[src/rtl/scalar_wb_pkg.sv]
// scalar_wb_pkg: shared types and widths for the scalar write-back arbiter
package scalar_wb_pkg;
    localparam int REG_ADDR_W = 5;
    localparam int XLEN = 32;
    typedef struct packed {
        logic [REG_ADDR_W-1:0] rd;
        logic [XLEN-1:0] data;
    } wb_req_t;
endpackage

[src/rtl/scalar_wb_arbiter_wb_fifo.sv]
// wb_fifo: in-order synchronous FIFO of load returns with a per-entry valid/rd view
module wb_fifo
    import scalar_wb_pkg::*;
#(
    parameter int DEPTH = 4
) (
    input  logic clk,
    input  logic rst_n,
    input  logic push,
    input  wb_req_t push_req,
    input  logic pop,
    output logic full,
    output logic empty,
    output logic [$clog2(DEPTH+1)-1:0] count,
    output wb_req_t head,
    output logic [DEPTH-1:0] ent_valid,
    output logic [DEPTH*REG_ADDR_W-1:0] ent_rd
);
    localparam int PW = $clog2(DEPTH);
    localparam int CW = $clog2(DEPTH+1);
    wb_req_t mem [DEPTH];
    logic [PW-1:0] rd_ptr, wr_ptr;
    always_ff @(posedge clk) begin
        if (push) mem[wr_ptr] <= push_req;
    end
    always_ff @(posedge clk) begin
        if (!rst_n) begin
            rd_ptr <= '0;
            wr_ptr <= '0;
            count <= '0;
        end else begin
            if (push) wr_ptr <= wr_ptr + PW'(1);
            if (pop) rd_ptr <= rd_ptr + PW'(1);
            count <= count + CW'(push) - CW'(pop);
        end
    end
    assign full = count == CW'(DEPTH);
    assign empty = count == '0;
    assign head = mem[rd_ptr];
    for (genvar i = 0; i < DEPTH; i++) begin : g_ent
        logic [PW-1:0] off;
        assign off = PW'(i) - rd_ptr;
        assign ent_valid[i] = CW'(off) < count;
        assign ent_rd[i*REG_ADDR_W +: REG_ADDR_W] = mem[i].rd;
    end
endmodule

[src/rtl/scalar_wb_arbiter.sv]
// scalar_wb_arbiter: merges ALU results and buffered load returns onto the register file write port
module scalar_wb_arbiter
    import scalar_wb_pkg::*;
#(
    parameter int LSU_FIFO_DEPTH = 4,
    parameter int STARVE_LIMIT = 3
) (
    input  logic clk,
    input  logic rst_n,
    input  logic alu_valid,
    output logic alu_ready,
    input  logic [REG_ADDR_W-1:0] alu_rd,
    input  logic [XLEN-1:0] alu_wdata,
    input  logic lsu_valid,
    output logic lsu_ready,
    input  logic [REG_ADDR_W-1:0] lsu_rd,
    input  logic [XLEN-1:0] lsu_wdata,
    output logic rf_we,
    output logic [REG_ADDR_W-1:0] rf_waddr,
    output logic [XLEN-1:0] rf_wdata,
    output logic [31:0] lsu_pend_mask
);
    localparam int SW = $clog2(STARVE_LIMIT+1);
    logic fifo_full, fifo_empty, fifo_push, force_lsu, lsu_win, alu_win, out_is_lsu, unused_count;
    logic [$clog2(LSU_FIFO_DEPTH+1)-1:0] fifo_count;
    logic [LSU_FIFO_DEPTH-1:0] ent_valid;
    logic [LSU_FIFO_DEPTH*REG_ADDR_W-1:0] ent_rd;
    logic [SW-1:0] starve_cnt;
    logic [REG_ADDR_W-1:0] win_rd;
    logic [XLEN-1:0] win_data;
    wb_req_t head;
    assign lsu_ready = !fifo_full;
    assign fifo_push = lsu_valid && lsu_ready && lsu_rd != '0;
    assign force_lsu = !fifo_empty && starve_cnt == SW'(STARVE_LIMIT);
    assign lsu_win = !fifo_empty && (force_lsu || !alu_valid);
    assign alu_win = alu_valid && !force_lsu;
    assign alu_ready = !force_lsu;
    assign win_rd = lsu_win ? head.rd : alu_rd;
    assign win_data = lsu_win ? head.data : alu_wdata;
    assign unused_count = ^fifo_count;
    wb_fifo #(.DEPTH(LSU_FIFO_DEPTH)) u_fifo (
        .clk(clk),
        .rst_n(rst_n),
        .push(fifo_push),
        .push_req('{rd: lsu_rd, data: lsu_wdata}),
        .pop(lsu_win),
        .full(fifo_full),
        .empty(fifo_empty),
        .count(fifo_count),
        .head(head),
        .ent_valid(ent_valid),
        .ent_rd(ent_rd)
    );
    always_ff @(posedge clk) begin
        if (!rst_n) begin
            starve_cnt <= '0;
            rf_we <= 1'b0;
            rf_waddr <= '0;
            rf_wdata <= '0;
            out_is_lsu <= 1'b0;
        end else begin
            starve_cnt <= (fifo_empty || lsu_win) ? '0 : force_lsu ? starve_cnt : starve_cnt + SW'(1);
            rf_we <= (lsu_win || alu_win) && win_rd != '0;
            out_is_lsu <= lsu_win;
            if ((lsu_win || alu_win) && win_rd != '0) begin
                rf_waddr <= win_rd;
                rf_wdata <= win_data;
            end
        end
    end
    always_comb begin
        lsu_pend_mask = (rf_we && out_is_lsu) ? 32'(1) << rf_waddr : '0;
        for (int k = 0; k < LSU_FIFO_DEPTH; k++)
            if (ent_valid[k]) lsu_pend_mask = lsu_pend_mask | (32'(1) << ent_rd[k*REG_ADDR_W +: REG_ADDR_W]);
    end
endmodule

[config.mk]
export PLATFORM = sky130hd
export DESIGN_NAME = scalar_wb_arbiter
export DESIGN_NICKNAME = d
export VERILOG_FILES = /design/src/rtl/scalar_wb_pkg.sv /design/src/rtl/scalar_wb_arbiter_wb_fifo.sv /design/src/rtl/scalar_wb_arbiter.sv
export SDC_FILE = /design/constraint.sdc
export NUM_CORES = 1
export LEC_CHECK = 0
export CAP_MARGIN = 25
export CORE_UTILIZATION = 49
export DETAILED_ROUTE_END_ITERATION = 8
export HOLD_SLACK_MARGIN = 0.08
export PLACE_DENSITY = 0.77
export SYNTH_ARGS = -nofsm -noshare
export SYNTH_HDL_FRONTEND = slang
export SYNTH_SLANG_ARGS = --single-unit
[constraint.sdc]
create_clock -name clk -period 2.88 [get_ports clk]
set_input_delay 0.72 -clock clk [delete_from_list [all_inputs] [get_ports clk]]
set_output_delay 0.72 -clock clk [all_outputs]
set_load 0.05 [all_outputs]
==> summary.md, run 1 <==
### Status
* outcome: complete, but fails checks
* failing checks: DRC, setup timing

### Synth
* Mapped Area: 9680 µm²
* share of the synthesized area in the top cell type: 45.9%
* proportion of synthesized chip area in sequential cells: 56.3%
* Mapped Cells: 757
* asr flop ratio synth: 0%
* Net Count, Synth: 847
* number of distinct library cells after synthesis: 53
* number of enable-type register cells in the synthesized netlist: 148
* cell accounting for the most synthesized area: sky130_fd_sc_hd__edfxtp_1
* flip-flop and latch count after synthesis: 198
* top-count cell post-synth: sky130_fd_sc_hd__edfxtp_1
* leading post-synthesis cells by cell area: sky130_fd_sc_hd__edfxtp_1 46%, sky130_fd_sc_hd__dfxtp_1 10%, sky130_fd_sc_hd__mux4_2 8.6%, sky130_fd_sc_hd__or3_1 4.1%, sky130_fd_sc_hd__mux2i_1 3.8%
* top_reg_cell synth: sky130_fd_sc_hd__edfxtp_1
* top post-synthesis cells by count: 148 x sky130_fd_sc_hd__edfxtp_1, 70 x sky130_fd_sc_hd__nand3_1, 63 x sky130_fd_sc_hd__or3_1
* synthesized area divided by synthesized cell count: 12.8 µm²
* count of warnings emitted by yosys: 0

### Critical path
* required arrival time at the worst endpoint: 2.16 ns
* max incr delay on CP: 0.40 ns
* worst r2r src: u_fifo.mem[1][32]$_DFFE_PP_
* Worst Setup Start Kind: flop
* dominant cell type by count on the critical path: sky130_fd_sc_hd__buf_4
* cell chain of the critical path: xnor2_4, inv_2, ha_4, a21oi_4, buf_4, o211ai_1, buf_4, o22ai_1, or3_4, buf_12
* worst-path cell with the longest stage delay: sky130_fd_sc_hd__or3_4
* maximum net fanout on the critical path: 8
* Worst setup startpoint: u_fifo.rd_ptr[1]$_SDFFE_PN0N_
* classification of the worst setup path: flop to primary output
* CP arrival: 2.54 ns
* Critical Path Sink Type: primary output

### Clock network
* clock latency reported for the late side of the worst-skew pair: 0.44 ns
* number of sinks driven by the clock tree: 198
* hold-fix buffers at CTS: 0
* htree depth: 4
* clock-pin slew on the worst setup and hold paths: 0.07 ns
* number of buffers created by CTS: 17
* CTS Root Buffer Type: sky130_fd_sc_hd__clkbuf_16
* TritonCTS clock tree: yes
* CTS max path bufs: 2

### Global route
* wire length of the first global-routing pass: 43,100 µm
* remaining global-route overflow: 0
* number of global-route vias before repair: 7,683
* maximum number of pins on one net before global-route repair: 28
* overall track demand over capacity in global routing: 28.5%
* antenna violations before repair: 0

### STA
* unrepaired setup endpoints after global routing: yes
* final count of negative-setup-slack endpoints: 32
* minimum period implied by the final worst setup slack: 3.26 ns
* setup slack of the critical path after layout: -0.376 ns
* Worst Tran Pin Value: 0.594 ns
* Peak Freq: 0.307 GHz
* Final Slew Violations: 0
* final hold vios: 0
* Final Cycle Share: 113%
* Max Clock Skew: 0.0176 ns
* headroom to the max-slew limit: 60.1%

### Routing
* Iter 0 DRT Violations: 943
* total met2 wirelength after detailed routing: 14,100 µm
* via/cell ratio: 6.37
* via total after detailed routing: 7,753
* post-route met1 wirelength: 11,300 µm
* overall routed net length: 28,500 µm
* remaining number of nets flagged by the antenna check after routing: 0
* detailed-route wire length per cell: 23.4 µm
* DRC violation count after routing: 1
* top sig layer: met4
* DR WL met3: 2000 µm
* DR pass1 iterations: 9

### Floorplanning
* Cell Rows: 51
* Die Wd: 143 µm
* num ports: 150
* area of the placeable core: 19,400 µm²
* die extent in y: 143 µm
* overall die area: 20,300 µm²
* initial core utilization: 49.9%

### Pwr
* Peak VDD IR: 0.000600 V
* power per standard cell area: 869 nW/µm²
* Lkg Pwr: 4.47 nW

### Min path
* Hold WC Path Type: flop to flop
* source of the worst hold timing path: starve_cnt[0]$_SDFFE_PP0N_

### Final layout
* fill cell count: 1,325
* antenna diode count: 0
* layout cell share with drive strength beyond 1: 27.9%
* post-layout util: 68.3%
* NumNets Final: 1,029
* non-filler cells in the finished layout: 1,217
* area growth from synthesis to layout: 36.9%

### Placement
* RD Place Congestion: 0.973
* Final HPWL DP: 19,400 µm
* count of placed standard cells including taps: 1,174
* Buffers on Ports: 149

### Job
* count of maximum capacitance violations: 0

layout by cell type (no fill, tap or decap), types with 35 or more instances in the layout:
cell type / instances
sky130_fd_sc_hd__o22ai_1: 43
sky130_fd_sc_hd__buf_4: 63
sky130_fd_sc_hd__clkdlybuf4s50_1: 116
sky130_fd_sc_hd__nor2_1: 36
sky130_fd_sc_hd__mux2i_1: 37
sky130_fd_sc_hd__mux4_2: 37
sky130_fd_sc_hd__edfxtp_1: 148
sky130_fd_sc_hd__nand3_1: 69
sky130_fd_sc_hd__or3_1: 35
sky130_fd_sc_hd__dfxtp_1: 45
sky130_fd_sc_hd__buf_12: 42
cell families (layout without fill, tap and decap cells):
kind of cell / count (synthesis) / in the layout / synth area share (%)
buffers and inverters: 73 / 268 / 3.63
multiplexers: 75 / 75 / 12.6
adder cells (fa/ha/maj): 12 / 12 / 1.63
AO/OA/AOI/OAI: 127 / 127 / 10.0
flip-flops: 198 / 198 / 56.3
AND/OR/NAND/NOR: 266 / 266 / 15.3
XOR/XNOR: 6 / 6 / 0.543
final timing paths:
path                            slack, ns                         end  cells after the start
worst max-delay path                -0.38           lsu_pend_mask[22]                     10
worst min-delay path                 0.46  starve_cnt[0]$_SDFFE_PP0N_                      1
worst max register to register       0.26    rf_wdata[4]$_SDFFE_PN0P_                      6
worst min register to register       0.46  starve_cnt[0]$_SDFFE_PP0N_                      1
sequential cells by signal, summed over array words and instances, names as in the netlist, named ones only:
register	flops
u_fifo.mem	148
rf_wdata	32
rf_waddr	5
u_fifo.count	3
starve_cnt	2
u_fifo.rd_ptr	2
u_fifo.wr_ptr	2
out_is_lsu	1
rf_we	1
final cells by class:
class / instances / area [µm²] / area share (%)
sequential: 198 / 5450 / 41.2
multi-input combinational: 486 / 4300 / 32.5
timing repair buffer: 224 / 2510 / 18.9
clock buffer: 20 / 467 / 3.52
tap: 265 / 332 / 2.50
clock inverter: 12 / 135 / 1.02
inverter: 12 / 47.5 / 0.359
critical path: cells and delay by family, from the launching register on:
kind                       cells  cell delay, ns
AOI/OAI and AO/OA              3            0.31
xor gates and xnor gates       1            0.20
DFF                            1            0.37
adders and majority gates      1            0.27
and+or+nand+nor                1            0.40
buffers and inverters          4            0.55
metal layers:
metal,global-route usage [%],vias to the layer above
met2,46.6,457
met1,37.3,3778
li1,-,3428
met4,14.4,0
met5,0,-
met3,4.04,90
report_power, final:
| group | switching, mW | internal [mW] |
|---|---|---|
| Sequential | 0.416 | 3.59 |
| Combinational | 2.90 | 2.22 |
| Clock | 1.09 | 1.29 |
| Total | 4.41 | 7.10 |
per-stage QoR:
| step | worst slack [ns] | TNS [ns] | hold slack [ns] | area (µm²) | total power, mW |
|---|---|---|---|---|---|
| 6_report | -0.376 | -9.86 | 0.463 | 13200 | 11.5 |
| 5_1_grt | -0.453 | -12.25 | 0.493 | 13200 | 12.0 |
| 4_1_cts | -0.328 | -8.14 | 0.457 | 13000 | 11.3 |
| 3_5_place_dp | -0.0538 | -0.694 | 0.435 | 12200 | 8.69 |
| 3_3_place_gp | -0.0192 | -0.0489 | 0.419 | 12200 | 8.60 |
| 2_1_floorplan | -0.0414 | -0.0414 | 0.407 | 9730 | 6.91 |
repair_timing:
| action | in CTS | in global routing |
|---|---|---|
| setup endpoints to repair | 32 | 32 |
| gates resized for setup | 48 | 26 |
| buffers inserted | 4 | 7 |
| pin swaps | 18 | 23 |
(Power assumes the default switching activity.)
==> run 2: changes to the inputs <==
--- a/config.mk
+++ b/config.mk
@@ -9,7 +9,8 @@
 export CORE_UTILIZATION = 49
 export DETAILED_ROUTE_END_ITERATION = 8
 export HOLD_SLACK_MARGIN = 0.08
-export PLACE_DENSITY = 0.77
+export PLACE_DENSITY = 0.76
 export SYNTH_ARGS = -nofsm -noshare
 export SYNTH_HDL_FRONTEND = slang
+export SYNTH_HIERARCHICAL = 1
 export SYNTH_SLANG_ARGS = --single-unit
==> run 2 against run 1 <==
The flow finishes with violations (setup timing). Sequential power shrank 3%. Area after synthesis is 1.1% higher. Via count fell by 2.8%. Total power shrank 1.1%. Clock skew decreased by 0.0083 ns. Fmax down 3.5%. Final area is 0.17% lower. Largest cell class unchanged. Global-route usage grew 0.27 points. Cell count increased by 0.49%. Sequential share of layout area is 0.051 points higher. Hold slack worse by 0.020 ns. Clock power increased by 4%.
==> summary.md, run 2 <==
### Status
* outcome: complete, but fails checks
* failing checks: setup timing

### Placement
* Buffers on Ports: 149
* count of placed standard cells including taps: 1,181
* RD Place Congestion: 0.937
* Final HPWL DP: 19,800 µm
* post-place setup slack: -0.143 ns

### STA
* Peak Freq: 0.297 GHz
* Max Clock Skew: 0.00923 ns
* Final Slew Violations: 0
* minimum period implied by the final worst setup slack: 3.37 ns
* unrepaired setup endpoints after global routing: yes
* final count of negative-setup-slack endpoints: 32
* worst hold slack after final layout: 0.442 ns
* headroom to the max-slew limit: 51.0%
* final hold vios: 0
* Total Negative Setup Slacks: -12.04 ns
* setup slack of the critical path after layout: -0.492 ns
* Worst Tran Pin Value: 0.716 ns
* Final Cycle Share: 117%

### Min path
* Hold Path Depth: 1
* source of the worst hold timing path: starve_cnt[0]$_SDFFE_PP0N_
* Hold WC Path Type: flop to flop
* end of the worst hold path: starve_cnt[0]$_SDFFE_PP0N_

### Routing
* remaining number of nets flagged by the antenna check after routing: 0
* DRC violation count after routing: 0
* Iter 0 DRT Violations: 732
* via total after detailed routing: 7,537
* via/cell ratio: 6.16
* overall routed net length: 28,700 µm
* detailed-route wire length per cell: 23.4 µm
* DR pass1 iterations: 5

### Global route
* number of global-route vias before repair: 7,308
* maximum number of pins on one net before global-route repair: 51
* overall track demand over capacity in global routing: 28.8%
* wire length of the first global-routing pass: 43,300 µm
* antenna violations before repair: 0
* remaining global-route overflow: 0

### Critical path
* Worst Setup Start Kind: flop
* classification of the worst setup path: flop to primary output
* required arrival time at the worst endpoint: 2.16 ns
* worst-path cell with the longest stage delay: sky130_fd_sc_hd__a311o_1
* max incr delay on CP: 0.35 ns
* worst r2r src: u_fifo/mem[2][33]$_DFFE_PP_
* worst flop-to-flop path endpoint: rf_wdata[17]$_SDFFE_PN0P_
* maximum net fanout on the critical path: 5
* CP arrival: 2.65 ns
* dominant cell type by count on the critical path: sky130_fd_sc_hd__buf_4
* Critical Path Sink Type: primary output
* reg-to-reg slack, setup: 0.22 ns
* cell chain of the critical path: xnor2_2, inv_1, ha_4, a21oi_2, or2_4, buf_4, nand4b_1, buf_4, o22ai_1, a311o_1, buf_6
* cells on worst reg2reg path: 6

### Final layout
* registers with the most flip-flops: u_fifo/mem (148), rf_wdata (32), rf_waddr (5)
* register ranked first by flip-flop count: u_fifo/mem
* fill cell count: 1,412
* antenna diode count: 0
* most frequent cells in the layout: 148 x sky130_fd_sc_hd__edfxtp_1, 115 x sky130_fd_sc_hd__clkdlybuf4s50_1, 56 x sky130_fd_sc_hd__buf_4, 52 x sky130_fd_sc_hd__nand3_1, 48 x sky130_fd_sc_hd__nand2_1
* number of flip-flops under the largest register name: 148
* leading cell type in the layout, fill and taps excluded: sky130_fd_sc_hd__edfxtp_1
* non-filler cells in the finished layout: 1,223
* layout cell share with drive strength beyond 1: 28.5%
* footprint of the flip-flops and latches: 5450 µm²
* area of combinational cells with multiple inputs: 4270 µm²
* area growth from synthesis to layout: 35.1%
* NumNets Final: 1,035
* post-layout util: 67.7%

### Synth
* share of the synthesized area in the top cell type: 45.4%
* post-synthesis share of cell area spent on and, or, nand and nor gates: 11.6%
* area fraction in compound gates after synthesis: 12.8%
* count of warnings emitted by yosys: 6
* top-count cell post-synth: sky130_fd_sc_hd__edfxtp_1
* cell accounting for the most synthesized area: sky130_fd_sc_hd__edfxtp_1
* portion of netlist area occupied by mux cells: 12.3%
* largest family of logic cells by synthesized area: compound AO/OA/AOI/OAI gates
* asr flop ratio synth: 0%
* Mapped Area: 9780 µm²
* parity-gate share of the synthesized area counting xor and xnor cells: 0.537%
* flip-flop and latch count after synthesis: 198
* adder and majority cell fraction of the synthesized area: 1.61%
* Mapped Cells: 770
* Net Count, Synth: 860
* proportion of synthesized chip area in sequential cells: 55.7%
* synthesized area divided by synthesized cell count: 12.7 µm²
* top post-synthesis cells by count: 148 x sky130_fd_sc_hd__edfxtp_1, 55 x sky130_fd_sc_hd__nand3_1, 50 x sky130_fd_sc_hd__dfxtp_1
* leading post-synthesis cells by cell area: sky130_fd_sc_hd__edfxtp_1 45%, sky130_fd_sc_hd__dfxtp_1 10%, sky130_fd_sc_hd__mux4_2 6.9%, sky130_fd_sc_hd__mux2i_1 3.4%, sky130_fd_sc_hd__nand3_1 2.8%
* number of distinct library cells after synthesis: 65
* top_reg_cell synth: sky130_fd_sc_hd__edfxtp_1
* number of enable-type register cells in the synthesized netlist: 148

### Pwr
* power per standard cell area: 861 nW/µm²
* Lkg Pwr: 4.59 nW
* Peak VDD IR: 0.000682 V

### Floorplanning
* initial core utilization: 50.1%
* Die Wd: 143 µm
* num ports: 150
* die extent in y: 143 µm
* overall die area: 20,500 µm²
* area of the placeable core: 19,500 µm²
* Cell Rows: 51

### Clock network
* CTS Root Buffer Type: sky130_fd_sc_hd__clkbuf_16
* clock latency reported for the late side of the worst-skew pair: 0.43 ns
* number of sinks driven by the clock tree: 198
* number of buffers created by CTS: 17
* hold-fix buffers at CTS: 0
* CTS max path bufs: 2
* clock-pin slew on the worst setup and hold paths: 0.07 ns
* TritonCTS clock tree: yes
* htree depth: 4

### Job
* count of maximum capacitance violations: 0

run 2: cell type report:
class	instances	area share (%)
Inverter	19	0.577
Tap cell	265	2.51
Multi-Input combinational cell	482	32.3
Clock inverter	15	1.54
Clock buffer	17	3.22
Sequential cell	198	41.2
Timing Repair Buffer	227	18.6
run 2: through the flow:
step	area, µm²	total power [mW]
2_1_floorplan	9850	6.87
3_3_place_gp	12000	8.40
3_5_place_dp	12000	8.45
4_1_cts	13100	11.3
5_1_grt	13200	11.8
6_report	13200	11.4
run 2: report_power, final:
part / switching (mW) / internal [mW] / total, mW
Combinational: 2.89 / 2.14 / 5.03
Sequential: 0.337 / 3.54 / 3.88
Clock: 1.14 / 1.34 / 2.47
run 2: routing by layer:
metal / share of wire, % / vias to the layer above / GRT usage [%]
li1: - / 3337 / -
met1: 40 / 3708 / 37.6
met2: 50 / 420 / 48.4
met3: 7.0 / 72 / 4.37
met4: 3.4 / 0 / 11.5
met5: 0 / - / 0
run 2: how the worst max path moves through the flow:
stage / from / to / slack [ns]
6_report: u_fifo/rd_ptr[0]$_SDFFE_PN0P_ / lsu_pend_mask[27] / -0.49
5_1_grt: u_fifo/rd_ptr[0]$_SDFFE_PN0P_ / lsu_pend_mask[31] / -0.54
4_1_cts: u_fifo/rd_ptr[0]$_SDFFE_PN0P_ / lsu_pend_mask[10] / -0.46
3_5_place_dp: u_fifo/rd_ptr[1]$_SDFFE_PN0P_ / lsu_pend_mask[4] / -0.14
3_3_place_gp: u_fifo/rd_ptr[1]$_SDFFE_PN0P_ / lsu_pend_mask[4] / -0.14
2_1_floorplan: rf_we$_SDFF_PN0_ / lsu_pend_mask[10] / -0.19
run 2: cells by family after synthesis:
| family | Yosys count |
|---|---|
| buffers and inverters | 90 |
| AND/OR/NAND/NOR | 214 |
| multiplexers | 71 |
| adder cells (fa/ha/maj) | 12 |
| flip-flops | 198 |
| AO/OA/AOI/OAI | 179 |
| XOR/XNOR | 6 |
run 2: worst max-delay path: cells and delay by family (launching register included):
family | cells | cell delay (ns)
flip-flops | 1 | 0.34
buffers and inverters | 4 | 0.58
AO/OA/AOI/OAI | 3 | 0.47
XOR/XNOR | 1 | 0.17
AND/OR/NAND/NOR | 2 | 0.38
adder cells (fa/ha/maj) | 1 | 0.28
run 2: repair_timing:
action | in CTS | in global routing
setup endpoints to repair | 32 | 33
resized for setup | 81 | 24
hold endpoints to repair | 0 | 0
pin swaps | 30 | 10
buffers inserted | 6 | 5
